### src/rtl/pipe_multiplier.sv
// Fully pipelined signed/unsigned multiplier: a registered partial-product stage
// followed by a registered binary adder tree, with valid/tag sideband and global stall.
module pipe_multiplier #(
   parameter int WIDTH = 8,
   parameter int TAG_W = 4
) (
   input  logic                 clk,
   input  logic                 rst,
   input  logic                 in_valid,
   output logic                 in_ready,
   input  logic [WIDTH-1:0]     a,
   input  logic [WIDTH-1:0]     b,
   input  logic                 is_signed,
   input  logic [TAG_W-1:0]     in_tag,
   output logic                 out_valid,
   input  logic                 out_ready,
   output logic [2*WIDTH-1:0]   result,
   output logic [TAG_W-1:0]     out_tag,
   output logic                 busy
);

   localparam int LVL   = $clog2(WIDTH);
   localparam int PW    = 2 * WIDTH;
   localparam int NODES = 2 * WIDTH - 1;

   // Every tree level lives in one flat array; level l starts at this offset
   // and holds WIDTH >> l rows, so the final sum lands in the last entry.
   function automatic int lvl_off(input int l);
      return (2 * WIDTH) - ((2 * WIDTH) >> l);
   endfunction

   logic [PW-1:0]    r_tree [0:NODES-1];
   logic [LVL:0]     r_vld;
   logic [TAG_W-1:0] r_tag  [0:LVL];

   logic             w_adv;
   logic [PW-1:0]    w_a_ext;
   logic [PW-1:0]    w_row;
   logic [PW-1:0]    w_pp   [0:WIDTH-1];

   assign w_adv     = !r_vld[LVL] || out_ready;
   assign in_ready  = w_adv;
   assign out_valid = r_vld[LVL];
   assign result    = r_tree[NODES-1];
   assign out_tag   = r_tag[LVL];
   assign busy      = |r_vld;

   // The multiplier MSB carries weight -2^(WIDTH-1) in signed mode, so that row is negated.
   always_comb begin
      w_a_ext = is_signed ? {{WIDTH{a[WIDTH-1]}}, a} : {{WIDTH{1'b0}}, a};
      w_row   = '0;
      w_pp    = '{default: '0};
      for (int i = 0; i < WIDTH; i++) begin
         w_row   = b[i] ? (w_a_ext << i) : '0;
         w_pp[i] = (is_signed && (i == WIDTH - 1)) ? (-w_row) : w_row;
      end
   end

   always_ff @(posedge clk or posedge rst) begin
      if (rst) begin
         r_vld  <= '0;
         r_tag  <= '{default: '0};
         r_tree <= '{default: '0};
      end else if (w_adv) begin
         r_vld    <= {r_vld[LVL-1:0], in_valid};
         r_tag[0] <= in_tag;
         for (int l = 1; l <= LVL; l++) begin
            r_tag[l] <= r_tag[l-1];
         end
         for (int i = 0; i < WIDTH; i++) begin
            r_tree[i] <= w_pp[i];
         end
         for (int l = 1; l <= LVL; l++) begin
            for (int i = 0; i < (WIDTH >> l); i++) begin
               r_tree[lvl_off(l) + i] <= r_tree[lvl_off(l-1) + 2*i]
                                       + r_tree[lvl_off(l-1) + 2*i + 1];
            end
         end
      end
   end

endmodule
### config.mk
export PLATFORM = sky130hd
export DESIGN_NAME = pipe_multiplier
export DESIGN_NICKNAME = d
export VERILOG_FILES = /design/src/rtl/pipe_multiplier.sv
export SDC_FILE = /design/constraint.sdc
export NUM_CORES = 1
export LEC_CHECK = 0
export BUFFER_PORTS_ARGS = -buffer_cell sky130_fd_sc_hd__buf_2
export CORE_ASPECT_RATIO = 2
export CORE_MARGIN = 10
export CORE_UTILIZATION = 60
export CTS_CLUSTER_SIZE = 20
export DETAILED_ROUTE_END_ITERATION = 7
export GPL_ROUTABILITY_DRIVEN = 1
export HOLD_SLACK_MARGIN = 0.15
export PLACE_DENSITY_LB_ADDON = 0.25
export SKIP_CTS_REPAIR_TIMING = 1
export SYNTH_ARGS = -nofsm -noshare
export SYNTH_HDL_FRONTEND = slang
export SYNTH_SLANG_ARGS = --single-unit
### constraint.sdc
create_clock -name clk -period 8.1 [get_ports clk]
set_clock_uncertainty 0.15 [all_clocks]
set_input_delay 2.43 -clock clk [delete_from_list [all_inputs] [get_ports clk]]
set_output_delay 2.43 -clock clk [all_outputs]
set_load 0.05 [all_outputs]
==> impl_metrics.prom <==
# TYPE chip_impl_metric gauge
chip_impl_info{name="run_status",value="finished, final reports clean"} 1
chip_impl_metric{name="wl",unit="mm"} 23.0
chip_impl_metric{name="clock_sinks",unit=""} 188
chip_impl_info{name="grt.busiest_layer",value="met2"} 1
chip_impl_metric{name="place.detailed.hpwl",unit="mm"} 15.8
chip_impl_info{name="rsz0062_at_grt",value="no"} 1
chip_impl_metric{name="synthToLayoutAreaGrowth",unit="%"} 7.05
chip_impl_info{name="reg2reg_to",value="r_tree[46]"} 1
chip_impl_metric{name="start_util",unit="%"} 60.8
chip_impl_metric{name="regToRegSetupSlack",unit="ps"} 4980
chip_impl_metric{name="ys_warn_count",unit=""} 0
chip_impl_metric{name="synth_top_area_share",unit="%"} 44.8
chip_impl_metric{name="clk_pin_slew_worst_paths",unit="ps"} 70
chip_impl_metric{name="synth_edf_count",unit=""} 0
chip_impl_metric{name="vias",unit=""} 8155
chip_impl_metric{name="nFillCells",unit=""} 1482
chip_impl_metric{name="synth_nets",unit=""} 1292
chip_impl_metric{name="max_slew.worst_pin.slew",unit="ps"} 870
chip_impl_metric{name="grt_max_degree",unit=""} 195
chip_impl_metric{name="number_of_global_route_vias_before_repair",unit=""} 7931
chip_impl_metric{name="wire_length_of_the_first_global_routing_pass",unit="mm"} 38.5
chip_impl_metric{name="irDropWorstVdd",unit="mV"} 0.192
chip_impl_metric{name="critical_path.max_fanout",unit=""} 49
chip_impl_metric{name="final_worst_path_period_share",unit="%"} 73.1
chip_impl_metric{name="timing.reg2reg.worst_path_depth",unit=""} 7
chip_impl_metric{name="gp_routability_congestion",unit=""} 0.896
chip_impl_info{name="hp-class",value="reg2reg"} 1
chip_impl_metric{name="insertion_delay",unit="ps"} 440
chip_impl_metric{name="cts-root-to-sink-buffers",unit=""} 2
chip_impl_metric{name="detail-route-antenna-nets",unit=""} 0
chip_impl_metric{name="remaining_drc_errors",unit=""} 0
chip_impl_metric{name="floorplan.die.width",unit="um"} 114
chip_impl_metric{name="critical_path_required",unit="ps"} 5520
chip_impl_metric{name="synth_area_per_cell",unit="um^2"} 8.81
chip_impl_metric{name="worst_slew_margin_rel",unit="%"} 42.0
chip_impl_metric{name="detail_route.iter0.violations",unit=""} 470
chip_impl_metric{name="global_route.usage.met1",unit="%"} 22.7
chip_impl_metric{name="design.core.area",unit="mm^2"} 0.0173
chip_impl_metric{name="max_clock_freq",unit="MHz"} 169
chip_impl_metric{name="io_pins",unit=""} 48
chip_impl_info{name="ys_dominant_reg_cell",value="sky130_fd_sc_hd__dfrtp_1"} 1
chip_impl_metric{name="finalNetCount",unit=""} 1279
chip_impl_info{name="setup.worst_path.class",value="in2out"} 1
chip_impl_metric{name="gr-usage-all-layers",unit="%"} 19.8
chip_impl_metric{name="design_area",unit="mm^2"} 0.0112
chip_impl_metric{name="routed_via_density",unit=""} 5.82
chip_impl_metric{name="dr.pass1.iters",unit=""} 6
chip_impl_info{name="tritoncts_clock_tree",value="yes"} 1
chip_impl_metric{name="dpl-instance-area",unit="mm^2"} 0.0106
chip_impl_metric{name="grtUsageMet2",unit="%"} 34.4
chip_impl_info{name="setup.worst_path.start_class",value="input port"} 1
chip_impl_metric{name="timing.critical_path.arrival",unit="ps"} 3340
chip_impl_info{name="crit_path_end",value="in_ready"} 1
chip_impl_info{name="critical_path.reg2reg.startpoint",value="r_vld[3]"} 1
chip_impl_info{name="clk_root_buffer_cell",value="sky130_fd_sc_hd__clkbuf_16"} 1
chip_impl_metric{name="post_synth_inst_count",unit=""} 1191
chip_impl_metric{name="yosysSeqAreaShare",unit="%"} 44.8
chip_impl_info{name="setup.worst_path.start",value="out_ready"} 1
chip_impl_metric{name="drive_gt1_share",unit="%"} 8.23
chip_impl_info{name="synth.largest_area_cell",value="sky130_fd_sc_hd__dfrtp_1"} 1
chip_impl_metric{name="tritoncts.num_buffers",unit=""} 17
chip_impl_metric{name="syn_area",unit="mm^2"} 0.0105
chip_impl_metric{name="final_hold_viol_count",unit=""} 0
chip_impl_metric{name="global_route.usage.met3",unit="%"} 2.98
chip_impl_metric{name="number_of_synthesized_register_bits",unit=""} 188
chip_impl_metric{name="floorplan.rows",unit=""} 68
chip_impl_metric{name="setup-violations-final",unit=""} 0
chip_impl_info{name="most-common-layout-cells",value="sky130_fd_sc_hd__nand2_1, sky130_fd_sc_hd__dfrtp_1, sky130_fd_sc_hd__nand3_1"} 1
chip_impl_metric{name="final.min_clock_period",unit="ps"} 5920
chip_impl_metric{name="p_leak",unit="nW"} 5.49
chip_impl_info{name="element_type_at_the_critical_path_end",value="primary output"} 1
chip_impl_metric{name="timing_max_transition_violations_final",unit=""} 0
chip_impl_metric{name="post_synth_cell_types",unit=""} 68
chip_impl_metric{name="drv.max_cap_violation_count",unit=""} 0
chip_impl_metric{name="async_flop_share",unit="%"} 100
chip_impl_metric{name="die_area",unit="mm^2"} 0.0235
chip_impl_metric{name="power_density",unit="mW/mm^2"} 413
chip_impl_metric{name="antenna_cells",unit=""} 0
chip_impl_metric{name="grt-ovfl-total",unit=""} 0
chip_impl_info{name="synth_area_leaders",value="sky130_fd_sc_hd__dfrtp_1, sky130_fd_sc_hd__nand2_1, sky130_fd_sc_hd__ha_1, sky130_fd_sc_hd__nand3_1, sky130_fd_sc_hd__a21oi_1"} 1
chip_impl_metric{name="h-tree-depth",unit=""} 4
chip_impl_metric{name="i_o_buffers",unit=""} 47
chip_impl_metric{name="route.detailed.wl_per_inst",unit="um"} 16.4
chip_impl_info{name="final_common_cell",value="sky130_fd_sc_hd__nand2_1"} 1
chip_impl_metric{name="antenna_found_initial",unit=""} 0
chip_impl_metric{name="chipHeight",unit="um"} 207
chip_impl_metric{name="setup_tns",unit="ps"} 0
-- cell usage after synthesis, drive strengths merged (6+ instances only) --
master and n:
nand2 294, dfrtp 188, nand3 76, a21oi 69, ha 69, nor2 67, buf 63, o21ai 59
inv 40, nor3 26, xor2 26, clkbuf 20, xnor2 19, a31oi 13, o211ai 13, nand2b 11
o31ai 10, a21o 9, nor3b 9, o21a 9, a22o 7, and2 7, and3 7, fa 7
or3 6
-- critical path: stages --
cell                      delay [ps]
sky130_fd_sc_hd__buf_2            70
sky130_fd_sc_hd__and2b_4         200
sky130_fd_sc_hd__inv_6           260
sky130_fd_sc_hd__buf_2           340
-- cell families (layout without fill, tap and decap cells) --
group,count (synthesis),after routing,synth area share (%)
compound gates,224,224,13.5
flops,188,188,44.8
buf+inv,123,123,5.46
fa+ha+maj,76,76,9.56
mux,1,1,0.0954
xor+xnor,45,45,3.76
simple gates,534,534,22.7
-- area by class of cell --
| class | count | area [um^2] | share of cell area (%) |
|---|---|---|---|
| multi-input cells | 880 | 5220 | 46.5 |
| flip-flops and latches | 188 | 4700 | 41.9 |
| clock buffers | 19 | 453 | 4.03 |
| repair buffers | 51 | 278 | 2.47 |
| well taps | 210 | 263 | 2.34 |
| inverters | 40 | 163 | 1.45 |
| clock inverters | 13 | 154 | 1.37 |
-- stage by stage --
step | power (W) | hold WS (ps) | setup WS, ps | utilization [%] | std cells
after floorplan | 0.00335 | 289 | 406 | - | 1191
after global placement | 0.00371 | 294 | 2180 | 61.5 | 1369
after detailed placement | 0.00378 | 302 | 2180 | 61.5 | 1369
after CTS | 0.00466 | 318 | 2180 | 65.0 | 1401
after global routing | 0.00501 | 336 | 2140 | 65.0 | 1401
final | 0.00464 | 315 | 2180 | 65.0 | 1401
-- worst min-delay path by stage --
stage | startpoint | cells after the start | to
after floorplan | r_tag[10] | 2 | r_tag[10]
after global placement | result[3] | 2 | result[3]
after detailed placement | out_tag[2] | 2 | out_tag[2]
after CTS | out_tag[2] | 2 | out_tag[2]
after global routing | r_tag[6] | 2 | r_tag[6]
final | out_tag[2] | 2 | out_tag[2]
-- state kept, by name, indices dropped and copies added (netlist names) --
| register | count |
|---|---|
| r_tree | 152 |
| r_vld | 4 |
| out_tag | 4 |
| r_tag | 12 |
| result | 16 |
-- power by group --
group	internal [W]	switching [W]
combinational	0.000858	0.00140
clock	0.000479	0.000383
sequential	0.00130	0.000216
total	0.00264	0.00200
-- layer usage --
metal,part of all wire [%],up-vias
met2,54,159
li1,-,4032
met5,0,-
met1,40,3905
met4,4.0,0
met3,2.7,59
No activity file was read; power rests on OpenSTA's default activity.
